`src/rtl/pipe_pkg.sv`:
```
// Shared widths and ID/EXE field offsets for the skid-buffered pipeline register.
package pipe_pkg;
  localparam int CTRL_W_DEF = 9;
  localparam int DATA_W_DEF = 106;
  localparam int CNT_W_DEF  = 16;

  // Control bundle, MSB first: WriteReg MemToReg writeMem Branch Regrt ALUC[2:0] ALUimm
  localparam int WRITEREG_BIT = 8;
  localparam int MEMTOREG_BIT = 7;
  localparam int WRITEMEM_BIT = 6;
  localparam int BRANCH_BIT   = 5;
  localparam int REGRT_BIT    = 4;
  localparam int ALUC_LSB     = 1;
  localparam int ALUC_W       = 3;
  localparam int ALUIMM_BIT   = 0;

  // Data bundle, MSB first: nextAddress[31:0] R1[15:0] R2[15:0] signExtend[31:0] rd[4:0] rt[4:0]
  localparam int NEXTADDR_LSB = 74;
  localparam int NEXTADDR_W   = 32;
  localparam int R1_LSB       = 58;
  localparam int R1_W         = 16;
  localparam int R2_LSB       = 42;
  localparam int R2_W         = 16;
  localparam int SIGNEXT_LSB  = 10;
  localparam int SIGNEXT_W    = 32;
  localparam int RD_LSB       = 5;
  localparam int RD_W         = 5;
  localparam int RT_LSB       = 0;
  localparam int RT_W         = 5;
endpackage

```
`src/rtl/pipe_entry.sv`:
```
// One pipeline slot: valid bit plus control and data payload, with load and clear.
module pipe_entry
  import pipe_pkg::*;
#(
  parameter int CTRL_W = CTRL_W_DEF,
  parameter int DATA_W = DATA_W_DEF
) (
  input  logic              clk,
  input  logic              rst,
  input  logic              load_i,
  input  logic              clear_i,
  input  logic [CTRL_W-1:0] ctrl_i,
  input  logic [DATA_W-1:0] data_i,
  output logic              valid_o,
  output logic [CTRL_W-1:0] ctrl_o,
  output logic [DATA_W-1:0] data_o
);
  logic              valid_q, valid_d;
  logic [CTRL_W-1:0] ctrl_q, ctrl_d;
  logic [DATA_W-1:0] data_q, data_d;

  // Clear only drops the valid bit; payload is don't-care while invalid.
  always_comb begin
    valid_d = valid_q;
    ctrl_d  = ctrl_q;
    data_d  = data_q;
    if (clear_i) begin
      valid_d = 1'b0;
    end else if (load_i) begin
      valid_d = 1'b1;
      ctrl_d  = ctrl_i;
      data_d  = data_i;
    end
  end

  always_ff @(posedge clk) begin
    if (rst) begin
      valid_q <= 1'b0;
      ctrl_q  <= '0;
      data_q  <= '0;
    end else begin
      valid_q <= valid_d;
      ctrl_q  <= ctrl_d;
      data_q  <= data_d;
    end
  end

  assign valid_o = valid_q;
  assign ctrl_o  = ctrl_q;
  assign data_o  = data_q;
endmodule

```
`src/rtl/pipe_stage_skid.sv`:
```
// ID/EXE pipeline register with a skid slot so in_ready is registered and never sees out_ready.
module pipe_stage_skid
  import pipe_pkg::*;
#(
  parameter int CTRL_W = CTRL_W_DEF,
  parameter int DATA_W = DATA_W_DEF,
  parameter int CNT_W  = CNT_W_DEF
) (
  input  logic              clk,
  input  logic              rst,
  input  logic              in_valid,
  output logic              in_ready,
  input  logic [CTRL_W-1:0] in_ctrl,
  input  logic [DATA_W-1:0] in_data,
  input  logic              flush,
  output logic              out_valid,
  input  logic              out_ready,
  output logic [CTRL_W-1:0] out_ctrl,
  output logic [DATA_W-1:0] out_data,
  output logic [1:0]        occupancy,
  output logic [CNT_W-1:0]  stall_cnt
);
  logic              main_valid, skid_valid;
  logic [CTRL_W-1:0] main_ctrl, skid_ctrl, main_ctrl_in;
  logic [DATA_W-1:0] main_data, skid_data, main_data_in;
  logic              main_load, main_clear, skid_load, skid_clear;
  logic              in_xfer, out_xfer;
  logic [CNT_W-1:0]  stall_cnt_q, stall_cnt_d;

  assign in_ready = ~skid_valid;
  assign in_xfer  = in_valid & in_ready;
  assign out_xfer = main_valid & out_ready;

  always_comb begin
    main_load    = 1'b0;
    main_clear   = 1'b0;
    skid_load    = 1'b0;
    skid_clear   = 1'b0;
    main_ctrl_in = in_ctrl;
    main_data_in = in_data;
    if (flush) begin
      main_clear = 1'b1;
      skid_clear = 1'b1;
    end else if (!main_valid || out_xfer) begin
      if (skid_valid) begin
        // Skid is the older of skid/input, so it always moves up first.
        main_load    = 1'b1;
        main_ctrl_in = skid_ctrl;
        main_data_in = skid_data;
        skid_load    = in_xfer;
        skid_clear   = ~in_xfer;
      end else if (in_xfer) begin
        main_load = 1'b1;
      end else begin
        main_clear = 1'b1;
      end
    end else if (in_xfer) begin
      skid_load = 1'b1;
    end
  end

  pipe_entry #(.CTRL_W(CTRL_W), .DATA_W(DATA_W)) u_main (
    .clk     (clk),
    .rst     (rst),
    .load_i  (main_load),
    .clear_i (main_clear),
    .ctrl_i  (main_ctrl_in),
    .data_i  (main_data_in),
    .valid_o (main_valid),
    .ctrl_o  (main_ctrl),
    .data_o  (main_data)
  );

  pipe_entry #(.CTRL_W(CTRL_W), .DATA_W(DATA_W)) u_skid (
    .clk     (clk),
    .rst     (rst),
    .load_i  (skid_load),
    .clear_i (skid_clear),
    .ctrl_i  (in_ctrl),
    .data_i  (in_data),
    .valid_o (skid_valid),
    .ctrl_o  (skid_ctrl),
    .data_o  (skid_data)
  );

  always_comb begin
    stall_cnt_d = stall_cnt_q;
    if (main_valid && !out_ready && stall_cnt_q != '1) begin
      stall_cnt_d = stall_cnt_q + 1'b1;
    end
  end

  always_ff @(posedge clk) begin
    if (rst) stall_cnt_q <= '0;
    else     stall_cnt_q <= stall_cnt_d;
  end

  // Bubbles present an all-zero control word so no write enable leaks downstream.
  assign out_valid = main_valid;
  assign out_ctrl  = main_valid ? main_ctrl : '0;
  assign out_data  = main_data;
  assign occupancy = {1'b0, main_valid} + {1'b0, skid_valid};
  assign stall_cnt = stall_cnt_q;
endmodule

```
`config.mk`:
```
export PLATFORM = sky130hd
export DESIGN_NAME = pipe_stage_skid
export DESIGN_NICKNAME = d
export VERILOG_FILES = /design/src/rtl/pipe_pkg.sv /design/src/rtl/pipe_entry.sv /design/src/rtl/pipe_stage_skid.sv
export SDC_FILE = /design/constraint.sdc
export NUM_CORES = 1
export LEC_CHECK = 0
export ABC_CLOCK_PERIOD_IN_PS = 2500
export BUFFER_PORTS_ARGS = -buffer_cell sky130_fd_sc_hd__buf_4
export CAP_MARGIN = 30
export CORE_MARGIN = 3
export CORE_UTILIZATION = 45
export CTS_CLUSTER_DIAMETER = 120
export DETAILED_ROUTE_END_ITERATION = 8
export GPL_TIMING_DRIVEN = 0
export PLACE_DENSITY_LB_ADDON = 0.3
export SETUP_SLACK_MARGIN = 0.3
export SYNTH_ARGS = -nofsm -noshare
export SYNTH_HDL_FRONTEND = slang
export SYNTH_SLANG_ARGS = --single-unit
```
`constraint.sdc`:
```
create_clock -name clk -period 2.5 [get_ports clk]
set_clock_uncertainty 0.2 [all_clocks]
set_input_delay 0.75 -clock clk [delete_from_list [all_inputs] [get_ports clk]]
set_output_delay 0.75 -clock clk [all_outputs]
set_load 0.01 [all_outputs]
```
Yosys cells after proc, flatten, opt, wreduce, memory -nomap -nowiden
Cells that the tools add are included.

Register bits after elaboration: 248. Input bits: 120. Output and inout port bits: 135. Logic and storage cells: 46.

Add/subtract/negate cells: 2. Equal/unequal tests: 1. Multiplexer cells: 21. Bitwise gates (word level): 6. Reductions and logical operators: 9.

Operator list (number): 106-bit 2-to-1 mux (3); 9-bit 2-to-1 mux (4); 16-bit by 1-bit adder with 16-bit output, second input constant (1); 16-bit != test, second input constant (1); 1-bit 2-to-1 mux (14); 1-bit NOT (4); 2-bit AND reduction (2); 2-bit OR reduction (2); 1-bit by 1-bit adder with 2-bit output (1); 1-bit bitwise AND (2); 1-bit logical AND (2); 1-bit logical NOT (2); 1-bit logical OR (1).

Logic depth before layout (Yosys ltp)
Depth in word-level cells: 8. Mapped depth: 8. Depth with buffers taken out: 5.

Cells and area by module
A second synthesis with hierarchy kept.

Cell total of the unflattened synthesis: 1298. Area total of the unflattened synthesis: 13032.5 sq um.

Modules (own cells, without submodules): pipe_entry (instances 2, cells each 527, area an instance 5353.9 sq um, sequential area each 2322.2 sq um); pipe_stage_skid (instances 1, cells each 244, area an instance 2324.7 sq um, sequential area each 320.3 sq um).

Worst setup path before layout
No wires, ideal clock.

Kind: input to register. Start point: input in_valid. End point: register u_main.data_q[62], in the netlist u_main.data_o[62]. Setup time: 0.070 ns. Data arrival time: 1.774 ns. Data required time: 2.230 ns. Setup slack: 0.455 ns. Stages on the path: 7. Path buffers: 3. Cells stage by stage: nor2_1 -> or3_1 -> buf_2 -> buf_2 -> buf_2 -> nand2_1 -> a21oi_1.

Cells in the longest elaborated chain, start to end: 7.

Ends and longest elaborated chain: start, declared (line pipe_stage_skid.sv:11) `input logic in_valid,`; 1-bit bitwise AND * (line pipe_stage_skid.sv:31) `assign in_xfer = in_valid & in_ready;`; 1-bit 2-to-1 mux (line pipe_stage_skid.sv:52) `end else if (in_xfer) begin`; 1-bit 2-to-1 mux (line pipe_stage_skid.sv:45) `if (skid_valid) begin`; 1-bit 2-to-1 mux (line pipe_stage_skid.sv:44) `end else if (!main_valid || out_xfer) begin`; 1-bit 2-to-1 mux (line pipe_stage_skid.sv:41) `if (flush) begin`; 1-bit NOT (no source line); 2-bit AND reduction (no source line) *; end signal, assigned (line pipe_entry.sv:44) `data_q <= data_d;`; end, declared (line pipe_entry.sv:20) `logic [DATA_W-1:0] data_q, data_d;`.

Every way passes the cells marked *; elsewhere a longest branch is shown, timed or not. A chain may end at the register's enable or synchronous reset.

Final worst setup path
Start point: register u_main.valid_q, in the netlist u_main.valid_o. End point: output occupancy[0].

Cells in the longest elaborated chain, start to end: 1.

Ends and longest elaborated chain: start, declared (line pipe_entry.sv:18) `logic valid_q, valid_d;`; start signal, assigned (line pipe_entry.sv:42) `valid_q <= valid_d;`; 1-bit by 1-bit adder with 2-bit output (line pipe_stage_skid.sv:102) `assign occupancy = {1'b0, main_valid} + {1'b0, skid_valid};`; end, declared (line pipe_stage_skid.sv:20) `output logic [1:0] occupancy,`.

Every way passes these cells.

==> impl_metrics.py <==
metrics = {
    "sta": {
        "holdWs_ns": 0.250,
        "setup_viol": 0,
        "hold_violations": 0,
        "period_minus_slack_ns": 2.28,
        "fmax_mhz": 439,
        "drv_slew": 0,
        "worst_pin_slew_ns": 0.735,
        "maxSlewHeadroom_pct": 51.0,
        "grt_setup_unrepaired": "true",
        "period_share_pct": 91.1,
    },
    "yosys": {
        "synthXorXnorAreaFrac_pct": 0.0920,
        "postSynthCellCount": 1144,
        "synth-simple-area-share_pct": 17.7,
        "synth_top_cell_area_share_pct": 52.1,
        "ys_seq_elements": 248,
        "synth_flop_cell": "dfxtp_1",
        "syn_nets": 1266,
        "synth_compound_area_share_pct": 24.6,
        "synthAdderAreaFrac_pct": 0.263,
        "ys_async_sr_fraction_pct": 0,
        "syn_area_per_cell_um2": 8.33,
        "synth_edf_count": 0,
        "syn_area_um2": 9520,
        "synth_area_leader_cell": "dfxtp_1",
        "ys_types": 36,
        "yosys_warnings": 0,
        "synthTopCellsByArea": "dfxtp_1 (52%), nand2_1 (14%), a21oi_1 (13%), o221ai_1 (11%), buf_2 (2.0%)",
        "synth_mux_area_share_pct": 0,
        "ys_seq_area_share_pct": 52.1,
        "synth_top_family_by_area": "compound AO/OA/AOI/OAI gates",
    },
    "setup_path": {
        "crit_chain": "ha_1 -> buf_4",
        "crit_fanout": 6,
        "critPathMaxStageDelay_ns": 0.38,
        "crit_path_end_kind": "output port",
        "worstSetupPathDepth": 2,
        "crit_slowest_cell": "dfxtp_4",
        "critical-path-top-delay-family": "flip-flops",
        "timing.reg2reg.worst_path_depth": 7,
        "crit_type": "register to output port",
        "arrival_ns": 1.33,
        "critPathRequiredTime_ns": 1.55,
        "worstSetupStartpointType": "register",
        "cp_num_buf_inv": 1,
    },
    "layout": {
        "synthToLayoutAreaGrowth_pct": 34.2,
        "final_cell_mix": "nand2_1 (355), buf_4 (255), dfxtp_1 (246)",
        "nNetsFinal": 1553,
        "utilization_pct": 62.4,
        "drive_above_1_share_pct": 25.8,
        "antenna_cells": 0,
        "layout_commonest_cell": "nand2_1",
        "design_area_um2": 12800,
    },
    "pwr": {
        "vdd_drop_max_v": 0.000438,
        "powerDensity_nw_per_um2": 677,
        "p_leak_nw": 4.82,
    },
    "placed_design": {
        "place_congestion": 0.835,
        "dpl_cell_area_um2": 11800,
        "dpl.hpwl_um": 20700,
        "io_buffer_count": 253,
    },
    "worst_hold_path": {
        "hp-class": "register to register",
        "min_delay_path_depth": 2,
    },
    "clock_network": {
        "cts_buffer_depth": 3,
        "cts_buffers": 26,
        "cts_tree": "built",
        "clkSinkCount": 248,
        "clk-insertion-delay-late_ns": 0.53,
        "h-tree-depth": 1,
        "root_buffer": "clkbuf_16",
        "hold_buffers": 0,
        "path_clk_slew_ns": 0.06,
    },
    "global_routing": {
        "grt_pass1_wl_um": 47000,
        "grt_max_degree": 14,
        "grt_pass1_vias": 9240,
        "grt_antenna_before_repair": 0,
        "track_usage_pct": 25.1,
        "grt.overflow.total": 0,
    },
    "flow_run": {
        "maxCapViolCount": 0,
    },
    "routing": {
        "dr_total_vias": 9556,
        "drc": 0,
        "ant_nets": 0,
        "drt_pass1_iterations": 5,
        "routedWlPerCell_um": 17.5,
        "drt_wl_total_um": 30000,
        "viasPerCell": 5.56,
        "drtIter0Drc": 624,
    },
    "die": {
        "die_w_um": 151,
        "start_util_pct": 46.5,
        "ios": 255,
        "fp.dieH_um": 151,
        "rows": 52,
        "coreArea_um2": 20500,
        "dieArea_um2": 22900,
    },
    "outcome": {
        "status": "finished clean",
    },
}
## worst paths after layout
check                                          to  slack (ns)              start
worst max-delay path                 occupancy[0]        0.22     u_main.valid_o
worst min-delay path            u_main.data_o[32]        0.25  u_main.data_o[32]
worst max register to register   u_main.ctrl_o[0]        0.37     u_skid.valid_o
worst min register to register  u_main.data_o[32]        0.25  u_main.data_o[32]
## area by class of cell
cell class | instances | area [µm²]
Buffer | 108 | 536
Sequential cell | 248 | 4970
Inverter | 1 | 3.75
Fill cell | 1787 | 7710
Multi-Input combinational cell | 787 | 4080
Timing Repair Buffer | 259 | 2010
Clock buffer | 36 | 738
Clock inverter | 9 | 106
Tap cell | 270 | 338
## sequential cells by signal (all words and copies together), names as in the netlist
name	cells
u_skid.ctrl_o	9
u_skid.data_o	106
stall_cnt	16
u_main.data_o	106
u_main.valid_o	1
u_main.ctrl_o	9
u_skid.valid_o	1
## per-stage QoR
stage                     power (mW)  cells  TNS, ns  worst slack, ns
after floorplan                 4.50   1144        0            0.455
after global placement          4.91   1667   -18.06           -0.207
after detailed placement        4.92   1667   -18.83           -0.220
after CTS                       8.72   1717        0            0.199
after global routing            8.96   1718        0            0.177
final                           8.66   1718        0            0.221
## synthesized netlist by cell type, types with 6 or more instances
cell type  number
o31ai_1         6
o221ai_1      115
nand2_1       355
clkbuf_1       52
and2_1          9
or3_1           8
nand4_1         6
buf_1           6
o21ai_0         9
dfxtp_1       248
buf_2          39
a21oi_1       245
or4_1           6
buf_4           9
## logic make-up after synthesis
kind of cell,after synthesis
buf+inv,109
flops,248
xor+xnor,1
fa+ha+maj,2
compound gates,377
simple gates,407
## timing repair
action                                  4_1_cts  5_1_grt
endpoints found under the setup margin       64      109
gates cloned                                  1        0
buffers inserted                              4        1
gates resized for setup                      26       14
pin swaps                                     2        2
## report_power, final
part	total, mW	switching [mW]	internal [mW]
registers	4.12	0.0584	4.06
clock network	3.80	1.54	2.26
logic	0.744	0.395	0.349
total	8.66	1.99	6.67
## routing by layer
layer | global-route usage [%] | share of wire (%) | vias up
li1 | - | - | 4628
met1 | 32.3 | 42 | 4459
met2 | 41.8 | 46 | 396
met3 | 5.71 | 8.9 | 73
met4 | 8.07 | 3.1 | 0
met5 | 0 | 0 | -
## tightest hold or removal path: cells and delay by family (launching register included)
family             cells  cell delay, ns
and+or+nand+nor        1            0.05
AOI/OAI and AO/OA      1            0.05
DFF                    1            0.31
No activity file was read; power rests on OpenSTA's default activity.
